`config.mk`:
```
export PLATFORM = sky130hd
export DESIGN_NAME = motoro3_step_sequencer
export DESIGN_NICKNAME = d
export VERILOG_FILES = /design/src/rtl/motoro3_step_sequencer.sv
export SDC_FILE = /design/constraint.sdc
export NUM_CORES = 1
export LEC_CHECK = 0
export CORE_ASPECT_RATIO = 0.75
export CORE_MARGIN = 4
export CORE_UTILIZATION = 35
export CTS_BUF_LIST = sky130_fd_sc_hd__clkbuf_8 sky130_fd_sc_hd__clkbuf_16
export DETAILED_ROUTE_END_ITERATION = 12
export MAX_ROUTING_LAYER = met4
export PLACE_DENSITY = 0.66
export SKIP_LAST_GASP = 1
export SLEW_MARGIN = 40
export SYNTH_ARGS = -nofsm -noshare
export SYNTH_HDL_FRONTEND = slang
export SYNTH_SLANG_ARGS = --single-unit
```
`constraint.sdc`:
```
create_clock -name clk -period 6.3 [get_ports clk]
set_clock_uncertainty 0.05 [all_clocks]
set_input_delay 1.26 -clock clk [delete_from_list [all_inputs] [get_ports clk]]
set_output_delay 1.26 -clock clk [all_outputs]
set_load 0.05 [all_outputs]
```
`src/rtl/motoro3_step_sequencer.sv`:
```
// Commutation sequencer for a three-line motor: period counter, PWM sub-step index and
// per-line step codes, with an IDLE/ALIGN/RUN/STOP start-up and shut-down sequence.
module motoro3_step_sequencer #(
  parameter int unsigned CNT_W       = 25,
  parameter int unsigned MIN_CNT     = 100,
  parameter int unsigned ALIGN_STEPS = 8
) (
  input  logic             clk,
  input  logic             nRst,
  input  logic             m3r_run,
  input  logic             m3r_dirCW,
  input  logic [CNT_W-1:0] m3r_stepCNT_speedSET,
  input  logic [1:0]       m3r_stepSplitMax,
  output logic [CNT_W-1:0] m3cnt,
  output logic             m3cntLast1,
  output logic [1:0]       m3LpwmStep,
  output logic [3:0]       lgStepA,
  output logic [3:0]       lgStepB,
  output logic [3:0]       lgStepC,
  output logic             m3stepPulse,
  output logic             m3busy
);

  localparam int unsigned STEP_NUM = 12;
  localparam int unsigned LINE_OFS = STEP_NUM / 3;
  localparam int unsigned ALIGN_W  = 4;
  localparam logic [3:0]  OFF_CODE = 4'hF;

  localparam logic [1:0] ST_IDLE  = 2'd0;
  localparam logic [1:0] ST_ALIGN = 2'd1;
  localparam logic [1:0] ST_RUN   = 2'd2;
  localparam logic [1:0] ST_STOP  = 2'd3;

  logic [1:0]         state_q, state_d;
  logic [CNT_W-1:0]   cnt_q, cnt_d;
  logic [CNT_W-1:0]   spd_eff_q, spd_eff_d;
  logic [1:0]         sub_q, sub_d;
  logic [3:0]         step_idx_q, step_idx_d;
  logic [ALIGN_W-1:0] align_q, align_d;
  logic [3:0]         lg_a_q, lg_a_d, lg_b_q, lg_b_d, lg_c_q, lg_c_d;
  logic               pulse_q, pulse_d;

  logic [CNT_W-1:0]   spd_sel_c;
  logic               last1_c;
  logic               boundary_c;

  function automatic logic [3:0] step_add(input logic [3:0] idx, input int unsigned ofs);
    logic [4:0] s;
    s = 5'(idx) + 5'(ofs);
    if (s >= 5'(STEP_NUM)) s = s - 5'(STEP_NUM);
    return s[3:0];
  endfunction

  function automatic logic [3:0] step_next(input logic [3:0] idx, input logic cw);
    if (cw) return (idx == 4'(STEP_NUM - 1)) ? 4'd0 : idx + 4'd1;
    return (idx == 4'd0) ? 4'(STEP_NUM - 1) : idx - 4'd1;
  endfunction

  assign spd_sel_c  = (m3r_stepCNT_speedSET < CNT_W'(MIN_CNT)) ? CNT_W'(MIN_CNT)
                                                                : m3r_stepCNT_speedSET;
  assign last1_c    = (state_q != ST_IDLE) && (cnt_q == spd_eff_q - CNT_W'(1));
  assign boundary_c = last1_c && (sub_q >= m3r_stepSplitMax);

  // Next-state logic; the period is latched only at step boundaries so a step is never split
  always_comb begin
    state_d    = state_q;
    cnt_d      = last1_c ? '0 : cnt_q + CNT_W'(1);
    sub_d      = sub_q;
    step_idx_d = step_idx_q;
    align_d    = align_q;
    spd_eff_d  = boundary_c ? spd_sel_c : spd_eff_q;
    pulse_d    = 1'b0;
    if (last1_c) sub_d = boundary_c ? 2'd0 : sub_q + 2'd1;

    case (state_q)
      ST_IDLE: begin
        cnt_d = '0;
        sub_d = 2'd0;
        if (m3r_run) begin
          state_d    = ST_ALIGN;
          step_idx_d = 4'd0;
          align_d    = '0;
          spd_eff_d  = spd_sel_c;
        end
      end
      ST_ALIGN: begin
        if (!m3r_run) begin
          state_d = ST_IDLE;
          cnt_d   = '0;
          sub_d   = 2'd0;
        end else if (boundary_c) begin
          if (align_q == ALIGN_W'(ALIGN_STEPS - 1)) begin
            state_d    = ST_RUN;
            step_idx_d = step_next(step_idx_q, m3r_dirCW);
            pulse_d    = 1'b1;
          end else begin
            align_d = align_q + ALIGN_W'(1);
          end
        end
      end
      ST_RUN, ST_STOP: begin
        // A run request seen in STOP resumes RUN without disturbing the counter
        if ((state_q == ST_RUN) || m3r_run) begin
          if (boundary_c) begin
            step_idx_d = step_next(step_idx_q, m3r_dirCW);
            pulse_d    = 1'b1;
          end
          state_d = m3r_run ? ST_RUN : ST_STOP;
        end else if (boundary_c) begin
          state_d = ST_IDLE;
          cnt_d   = '0;
          sub_d   = 2'd0;
        end
      end
      default: state_d = ST_IDLE;
    endcase

    if (state_d == ST_IDLE) begin
      lg_a_d = OFF_CODE;
      lg_b_d = OFF_CODE;
      lg_c_d = OFF_CODE;
    end else begin
      lg_a_d = step_idx_d;
      lg_b_d = step_add(step_idx_d, LINE_OFS);
      lg_c_d = step_add(step_idx_d, 2 * LINE_OFS);
    end
  end

  always_ff @(posedge clk) begin
    if (!nRst) begin
      state_q    <= ST_IDLE;
      cnt_q      <= '0;
      spd_eff_q  <= CNT_W'(MIN_CNT);
      sub_q      <= 2'd0;
      step_idx_q <= 4'd0;
      align_q    <= '0;
      lg_a_q     <= OFF_CODE;
      lg_b_q     <= OFF_CODE;
      lg_c_q     <= OFF_CODE;
      pulse_q    <= 1'b0;
    end else begin
      state_q    <= state_d;
      cnt_q      <= cnt_d;
      spd_eff_q  <= spd_eff_d;
      sub_q      <= sub_d;
      step_idx_q <= step_idx_d;
      align_q    <= align_d;
      lg_a_q     <= lg_a_d;
      lg_b_q     <= lg_b_d;
      lg_c_q     <= lg_c_d;
      pulse_q    <= pulse_d;
    end
  end

  assign m3cnt       = cnt_q;
  assign m3cntLast1  = last1_c;
  assign m3LpwmStep  = sub_q;
  assign lgStepA     = lg_a_q;
  assign lgStepB     = lg_b_q;
  assign lgStepC     = lg_c_q;
  assign m3stepPulse = pulse_q;
  assign m3busy      = (state_q != ST_IDLE);

endmodule

```
==> results.yml <==
floorplan:
  start_util: 0.366
  core_um2: 11900
  fp.dieW_um: 137
  die-area_um2: 14300
  rows: 34
  die_h_um: 104
  ioPinCount: 73
worst_setup_path:
  rrSetupSlack_ns: 2.33
  crit_start: "spd_eff_q[0]"
  crit_fanout: 11
  cp_data_required_time_ns: 4.99
  rr_startpoint: "spd_eff_q[0]"
  startpoint_type: "flop"
  r2r_cells: 13
  cp.arrival_ns: 4.14
  worstReg2RegEnd: "spd_eff_q[1]"
  path_class: "reg -> out"
  crit_path_end_kind: "output pin"
job:
  cap_violations: 0
timing:
  max_freq_mhz: 183
  finalCriticalPeriod_ns: 5.45
  rsz0062_at_grt: "false"
  hold_viol: 0
  relSlewSlack: 0.508
  slew_violations: 0
  fin_crit_sh: 0.866
  setup_viol: 0
  tns_ns: 0
  tightest_slew_ns: 0.731
power:
  power_density_nw_per_um2: 219
  ir_drop_mv: 0.123
  p_leak_nw: 1.95
route:
  drt_wl_total_mm: 11.7
  route.vias.total: 3915
  detail-route-antenna-nets: 0
  remaining_drc_errors: 0
  avgRoutedWirePerCell_um: 15.8
  dr.pass1.iters: 5
  avgViaCountPerCell: 5.28
  first_iter_violations: 280
cts:
  postCtsHoldBufs: 0
  cts-root-buf: "clkbuf_16"
  clkTransAtPathRegs_ns: 0.06
  cts_tree: "built"
  clk_path_buf_depth: 2
  cts_made_buffers: 9
  post_cts_resized: 0
  htreeDepth: 3
  clock_sinks: 70
  postCtsSetupRepairBufs: 0
  insertion_delay_ns: 0.34
global_route:
  grt-ovfl-total: 0
  grt_antenna_before_repair: 0
  grt_pass1_vias: 3805
  grt_max_degree: 41
  track_usage: 0.172
  grt_pass1_wl_mm: 19.4
min_path:
  hold_depth: 2
  hold_start: "spd_eff_q[24]"
  hold_class: "reg -> reg"
  hold_end: "spd_eff_q[24]"
synthesis:
  async_reset_ff_frac: 0
  synth_fp_nets: 560
  synth_warnings: 0
  netlist_area_um2: 4340
  syn_inst: 522
  syn_area_per_cell_um2: 8.31
  synth_edf_count: 0
  seq_area_frac_synth: 0.323
  yosysUniqueCellTypes: 70
  ys.flop_type: "dfxtp_1"
  ys_ff_latch: 70
placed_design:
  globalplace.congestion: 0.921
  dpl.hpwl_mm: 8.85
  placed_cell_area_um2: 5080
  port_buffers: 72
final_layout:
  diodes: 0
  layout.nets: 612
  syn_to_final_growth_pct: 24.8
  layout-drive-gt1-share: 0.128
  final_area_um2: 5420
status:
  outcome: "complete, no violations"
[flip-flops by register name, indices dropped and copies added, names as in the netlist]
| signal | count |
|---|---|
| m3cnt | 25 |
| spd_eff_q | 25 |
| lgStepC | 2 |
| m3stepPulse | 1 |
| m3LpwmStep | 2 |
| state_q | 2 |
| step_idx_q | 4 |
| lgStepB | 1 |
| lgStepA | 4 |
| align_q | 4 |
[power by group]
| part | internal, mW | switching (mW) | leakage (nW) |
|---|---|---|---|
| Clock | 0.377 | 0.192 | 0.170 |
| Sequential | 0.454 | 0.0176 | 0.570 |
| Combinational | 0.0638 | 0.0809 | 1.21 |
[cells by family (layout without fill, tap and decap cells)]
family	Yosys count	after routing	synth area share
AOI/OAI and AO/OA	86	86	0.159
xor gates and xnor gates	59	59	0.119
adders and majority gates	7	7	0.0202
buffers and inverters	47	104	0.0577
DFF	70	70	0.323
muxes	6	6	0.0156
and+or+nand+nor	247	247	0.305
[critical path, cell delays in order (launching register included)]
cell and delay [ns]:
dfxtp_1 0.39, inv_1 0.10, ha_1 0.23, nor3b_2 0.55
and3_1 0.34, a31oi_1 0.13, nor3b_1 0.29, nand4_1 0.12
nor4_1 0.36, buf_4 0.24, nand2_1 0.10, inv_1 0.14
clkdlybuf4s50_1 0.82
[stage by stage]
step	worst slack, ns	instances	power (mW)	utilization	hold WS, ns
after CTS	0.929	741	1.19	0.456	0.427
after global routing	0.515	741	1.23	0.456	0.441
after floorplan	2.43	522	0.579	-	0.401
after global placement	1.55	725	0.621	0.428	0.416
final	0.845	741	1.19	0.456	0.425
after detailed placement	1.31	725	0.624	0.428	0.422
[synth_stat cells (all sizes together), types with 3 or more instances]
cell type	count	area share
mux2i	3	0.0069
nand4b	3	0.0061
nor4b	3	0.0061
nand2	70	0.071
nor4	12	0.024
o21ai	12	0.015
and2	5	0.0072
nand2b	8	0.012
a31oi	8	0.012
buf	19	0.033
o31ai	4	0.0069
inv	14	0.012
dfxtp	70	0.32
or3	5	0.0084
nand4	12	0.019
nor3	13	0.017
clkbuf	14	0.012
nor2b	8	0.012
xnor2	26	0.052
a21o	3	0.0069
nor3b	3	0.0063
or2	3	0.0043
nand3	36	0.042
a21oi	15	0.022
and3	11	0.016
mux2	3	0.0086
a21boi	26	0.061
ha	7	0.020
xor2	33	0.067
nor2	48	0.042
[how the worst max path moves through the flow]
stage	slack (ns)	endpoint	cells after the start
global placement	1.55	m3cntLast1	12
global route	0.51	m3cntLast1	12
CTS	0.93	m3cntLast1	12
floorplan	2.43	m3cntLast1	11
detailed placement	1.31	m3cntLast1	12
finish	0.85	m3cntLast1	12
[per-layer routing]
layer / up-vias / global-route usage / wire length, um / part of all wire
li1: 1909 / - / - / -
met1: 1888 / 0.239 / 5800 / 0.49
met2: 102 / 0.252 / 5160 / 0.44
met3: 16 / 0.0334 / 589 / 0.050
met4: 0 / 0.0496 / 177 / 0.015
met5: - / - / 0 / 0
[layout make-up]
cell class / count / area, um^2
fill: 1148 / 6450
clock inverter: 4 / 68.8
timing repair buffer: 74 / 731
inverter: 14 / 52.6
sequential: 70 / 1400
tap: 162 / 203
multi-input combinational: 405 / 2690
clock buffer: 12 / 267
[cells in the final DEF (no fill, tap or decap), types with 15 or more instances in the layout]
| cell type | Yosys | layout |
|---|---|---|
| a21boi_2 | 18 | 18 |
| clkdlybuf4s50_1 | 0 | 71 |
| dfxtp_1 | 70 | 70 |
| nand2_1 | 52 | 52 |
| inv_1 | 14 | 15 |
| nand2_2 | 18 | 18 |
| xnor2_1 | 26 | 26 |
| xor2_1 | 33 | 33 |
| nor2_1 | 48 | 48 |
| nand3_1 | 36 | 35 |
Power figures use the tool's default switching activity.
